$ cat config.mk
export PLATFORM = sky130hd
export DESIGN_NAME = qmul_pipe
export DESIGN_NICKNAME = d
export VERILOG_FILES = /design/src/rtl/qmul_pipe.sv
export SDC_FILE = /design/constraint.sdc
export NUM_CORES = 2
export LEC_CHECK = 0
export BUFFER_PORTS_ARGS = -buffer_cell sky130_fd_sc_hd__buf_2
export CORE_MARGIN = 1.5
export CORE_UTILIZATION = 60
export CTS_BUF_LIST = sky130_fd_sc_hd__clkbuf_4 sky130_fd_sc_hd__clkbuf_8
export DETAILED_ROUTE_END_ITERATION = 10
export GPL_ROUTABILITY_DRIVEN = 0
export PLACE_DENSITY = 0.77
export SLEW_MARGIN = 10
export SYNTH_ARGS = -nofsm -noshare
export SYNTH_HDL_FRONTEND = slang
export SYNTH_SLANG_ARGS = --single-unit
$ cat constraint.sdc
create_clock -name clock -period 12.95 [get_ports clock]
set_clock_uncertainty 0.15 [all_clocks]
set_input_delay 1.295 -clock clock [delete_from_list [all_inputs] [get_ports clock]]
set_output_delay 1.295 -clock clock [all_outputs]
set_load 0.02 [all_outputs]
$ cat src/rtl/qmul_pipe.sv
// Three-stage pipelined signed Q-format multiplier with valid/ready flow control and saturation.
// Define QMUL_ROUND_NEAREST_EN for round-half-away-from-zero; the default truncates toward zero.
module qmul_pipe #(
    parameter int DATA_WIDTH = 32,
    parameter int FRAC_BITS  = 10
) (
    input  logic                  clock,
    input  logic                  reset_n,
    input  logic                  in_valid,
    output logic                  in_ready,
    input  logic [DATA_WIDTH-1:0] in_a,
    input  logic [DATA_WIDTH-1:0] in_b,
    output logic                  out_valid,
    input  logic                  out_ready,
    output logic [DATA_WIDTH-1:0] out_data,
    output logic                  out_sat,
    input  logic                  sat_clr,
    output logic                  sat_sticky
);

    // One extra bit over the full product so the bias add can never wrap.
    localparam int PW = 2 * DATA_WIDTH + 1;

    localparam logic signed [PW-1:0] SAT_MAX =
        PW'({1'b0, {(DATA_WIDTH-1){1'b1}}});
    localparam logic signed [PW-1:0] SAT_MIN =
        {{(PW-DATA_WIDTH){1'b1}}, 1'b1, {(DATA_WIDTH-1){1'b0}}};

`ifdef QMUL_ROUND_NEAREST_EN
    localparam logic signed [PW-1:0] BIAS_POS = PW'(1) << (FRAC_BITS - 1);
    localparam logic signed [PW-1:0] BIAS_NEG = (PW'(1) << (FRAC_BITS - 1)) - PW'(1);
`else
    localparam logic signed [PW-1:0] BIAS_POS = '0;
    localparam logic signed [PW-1:0] BIAS_NEG = (PW'(1) << FRAC_BITS) - PW'(1);
`endif

    logic                    adv;
    logic [DATA_WIDTH-1:0]   a_reg, b_reg;
    logic                    v1_reg;
    logic [2*DATA_WIDTH-1:0] p_reg, p_next;
    logic                    v2_reg;
    logic [DATA_WIDTH-1:0]   out_data_reg, out_data_next;
    logic                    out_sat_reg, out_sat_next;
    logic                    out_valid_reg;
    logic                    sat_sticky_reg;

    logic signed [PW-1:0]    p_ext, bias, sum, q;

    // Single global enable: every stage advances together or holds together.
    assign adv        = !out_valid_reg || out_ready;
    assign in_ready   = adv;
    assign out_valid  = out_valid_reg;
    assign out_data   = out_data_reg;
    assign out_sat    = out_sat_reg;
    assign sat_sticky = sat_sticky_reg;

    always_comb begin
        // Low 2W bits of the product are the same for signed and unsigned once sign-extended.
        p_next = {{DATA_WIDTH{a_reg[DATA_WIDTH-1]}}, a_reg}
               * {{DATA_WIDTH{b_reg[DATA_WIDTH-1]}}, b_reg};
    end

    always_comb begin
        p_ext = $signed({p_reg[2*DATA_WIDTH-1], p_reg});
        bias  = p_reg[2*DATA_WIDTH-1] ? BIAS_NEG : BIAS_POS;
        sum   = p_ext + bias;
        q     = sum >>> FRAC_BITS;
        out_data_next = q[DATA_WIDTH-1:0];
        out_sat_next  = 1'b0;
        if (q > SAT_MAX) begin
            out_data_next = {1'b0, {(DATA_WIDTH-1){1'b1}}};
            out_sat_next  = 1'b1;
        end else if (q < SAT_MIN) begin
            out_data_next = {1'b1, {(DATA_WIDTH-1){1'b0}}};
            out_sat_next  = 1'b1;
        end
    end

    always_ff @(posedge clock) begin
        if (!reset_n) begin
            a_reg         <= '0;
            b_reg         <= '0;
            v1_reg        <= 1'b0;
            p_reg         <= '0;
            v2_reg        <= 1'b0;
            out_data_reg  <= '0;
            out_sat_reg   <= 1'b0;
            out_valid_reg <= 1'b0;
        end else if (adv) begin
            a_reg         <= in_a;
            b_reg         <= in_b;
            v1_reg        <= in_valid;
            p_reg         <= p_next;
            v2_reg        <= v1_reg;
            out_data_reg  <= out_data_next;
            out_sat_reg   <= out_sat_next;
            out_valid_reg <= v2_reg;
        end
    end

    // A saturated result leaving the block takes priority over a clear in the same cycle.
    always_ff @(posedge clock) begin
        if (!reset_n) begin
            sat_sticky_reg <= 1'b0;
        end else if (out_valid_reg && out_ready && out_sat_reg) begin
            sat_sticky_reg <= 1'b1;
        end else if (sat_clr) begin
            sat_sticky_reg <= 1'b0;
        end
    end

endmodule

==> summary.md <==
| Metric | Value |
|---|---|
| Slew @ Worst Pin | `1.100 ns` |
| GRT Total Usage | `31.74%` |
| FMAX | `0.1075 GHz` |
| DRC violations left | `0` |
| Synth area leaders | `fa_1 51%, inv_1 8.4%, dfxtp_1 7.7%, and2_1 7.4%, nand2_1 6.8%` |
| CTS resizes | `0` |
| Synth cell count leaders | `1082 x fa_1, 959 x inv_1, 776 x nand2_1` |
| Rows | `97` |
| Critical path data arrival time | `around 9.6 ns` |
| Routed WL | `108000 um` |
| FF-to-FF Start | `b_reg[5]` |
| Simple-gate share of the synthesized area | `17.26%` |
| Yosys top cell area share | `between 50 and 60%` |
| Min Tclk post-route | `just over 9 ns` |
| # hold bufs at CTS | `0` |
| Startpoint types | `flip-flop` |
| Flops & latches, synth | `165` |
| Synth Area in Compound Gates | `5.883%` |
| YS warnings | `0` |
| FF-to-FF setup slack | `3.65 ns` |
| Critical path endpoint category | `flip-flop` |
| Worst Hold Path EP | `a_reg[20]` |
| Initial antenna violation count | `1` |
| Vias in the first global route | `about 35000` |
| PD cells | `~220 nW/um^2` |
| Setup TNS Final | `0 ns` |
| Max-slew violation count | `0` |
| Max IR drop VDD | `0.3741 mV` |
| Slew margin rel. | `26.69%` |
| Dpl cells | `5520` |
| Layout cells sized above 1 | `about 5.4%` |
| Die Width | `269.8 um` |
| Cells after Synth | `4671` |
| Clk pin slew, worst setup/hold paths | `0.14 ns` |
| Post-synth EDFFs | `0` |
| Count leader, synth | `fa_1` |
| CTS tree | `yes` |
| Port Buffers | `roughly 100` |
| Top-Level Pins | `105` |
| Mux share of post-synthesis cell area | `0.02637%` |
| Worst Hold Class | `flip-flop to flip-flop` |
| Num CTS Buffers | `17` |
| Max-Cap Viols | `0` |
| CTS root buffer | `clkbuf_8` |
| CTS H-tree depth | `4` |
| Clock tree sinks | `165` |
| Setup bufs post-CTS | `0` |
| Remaining antenna violation count after routing | `0` |
| Core footprint | `70270 um^2` |
| CP Data Required Time | `roughly 13 ns` |
| Count of final setup violators | `0` |
| Hold Vio Cnt, Final | `0` |
| Vias | `31400` |
| Setup CP Type | `flip-flop to flip-flop` |
| RSZ-0062 raised after global routing | `false` |
| GRT overflow | `0` |
| Sequential share of the synthesized area | `under 10%` |
| Via density per instance | `5.652` |
| Tcrit/Tclk final | `71.84%` |
| Area leader, netlist | `fa_1` |
| Outcome | `finished, final reports clean` |
| Worst-path fanout max | `23` |
| Fin cells | `5555` |
| Wire length per cell | `19.45 um` |
| Most frequent CP cell | `fa_1` |
| Synth cell types | `71` |
| Xor/xnor share of the synthesized area | `1.907%` |
| Largest family of logic cells by synthesized area | `adder cells` |
| Leak pwr | `approximately 22 nW` |
| Initial Utilization | `60.78%` |
| 1st-iter DRT viols | `2023` |
| Reg2reg path depth | `26` |
| Crit-path slowest cell | `dfxtp_1` |
| Pre-antenna DRT Iters | `6` |
| FF-to-FF End | `p_reg[63]` |
| Worst hold start | `a_reg[20]` |
| Die Y | `269.8 um` |
| Syn Area/Cell | `approximately 9.1 um^2` |
| WHS | `0.3090 ns` |
| Async SR Flop Fraction | `0%` |
| Worst-skew pair later-pin latency | `0.58 ns` |
| Post-DP HPWL | `between 80000 and 90000 um` |
| Max clock buf depth | `2` |
| Largest net degree at the start of global routing | `97` |
| Largest register FFs | `64` |
| Post-Syn Area | `approximately 43000 um^2` |
| Post-synth top flop | `dfxtp_1` |
| Syn Nets | `~6000` |
| Slowest cell delay on critical path | `0.92 ns` |
| First-pass GRT wire length | `between 150000 and 200000 um` |
| WHS Path Cells | `2` |
| Synth Area in Adders | `between 50% and 60%` |
| Fin nets | `5943` |
| Die area | `72790 um^2` |
| P&R area growth vs syn | `3.817%` |
## kinds of logic (layout without fill, tap and decap cells)
logic type      after synthesis  count (layout)
compound gates              406             406
mux                           1               1
other cells                   0               3
fa+ha+maj                  1275            1275
simple gates               1514            1514
flops                       165             165
xor+xnor                     93              93
buf+inv                    1217            1158
## worst max-delay path by stage
stage	startpoint	end	slack, ns	cells past startpoint
3_5_place_dp	b_reg[5]	p_reg[63]	3.69	26
5_1_grt	b_reg[5]	p_reg[63]	2.98	25
4_1_cts	b_reg[5]	p_reg[63]	3.64	26
6_report	b_reg[5]	p_reg[63]	3.65	26
3_3_place_gp	b_reg[5]	p_reg[63]	3.91	26
2_1_floorplan	a_reg[31]	p_reg[63]	4.99	27
## area by class of cell
cell class	count	area, um^2
timing repair buffer	166	985.9
sequential	165	3316
antenna	3	7.507
clock inverter	15	214.0
multi-input combinational	3289	34790
inverter	960	3611
fill	5750	25930
tap	940	1176
clock buffer	17	234.0
## stage by stage
stage          area [um^2]  power, mW  util (%)  worst slack [ns]
6_report             44340      9.593     63.10             3.647
5_1_grt              44340      10.67     63.10             2.977
4_1_cts              44330      9.587     63.09             3.637
3_5_place_dp         43880      9.084     62.45             3.688
3_3_place_gp         43880      8.942     62.45             3.914
2_1_floorplan        42710      6.914         -             4.990
## layout by cell type, fill, tap and decap left out, types with 30 or more instances in the layout
master / count
nand2_1: 776
inv_1: 958
ha_1: 193
xnor2_1: 63
nand3_1: 49
dfxtp_1: 155
buf_2: 104
buf_4: 62
o21ai_0: 64
xor2_1: 30
fa_1: 1082
a21oi_1: 196
a21o_1: 40
nor2_1: 77
and2_1: 508
## critical path, delay by kind of cell (launching register included)
kind / cells / cell delay, ns
adder cells (fa/ha/maj): 9 / 4.67
XOR/XNOR: 1 / 0.16
AO/OA/AOI/OAI: 5 / 1.28
flip-flops: 1 / 0.92
AND/OR/NAND/NOR: 3 / 0.45
buffers and inverters: 8 / 1.50
## per-layer routing
metal | vias to the layer above | track usage [%] | part of all wire [%]
li1 | 13590 | - | -
met1 | 16160 | 37.01 | 36
met2 | 1207 | 55.26 | 50
met3 | 434 | 3.974 | 5.9
met4 | 0 | 20.93 | 7.7
met5 | - | 0 | 0
## power by group
group          total [mW]  switching [mW]  internal [mW]
logic                8.34            4.90           3.45
clock network       0.435           0.279          0.156
registers           0.813           0.150          0.664
total                9.59            5.33           4.27
Note: power is estimated with default switching activity, not from simulation.
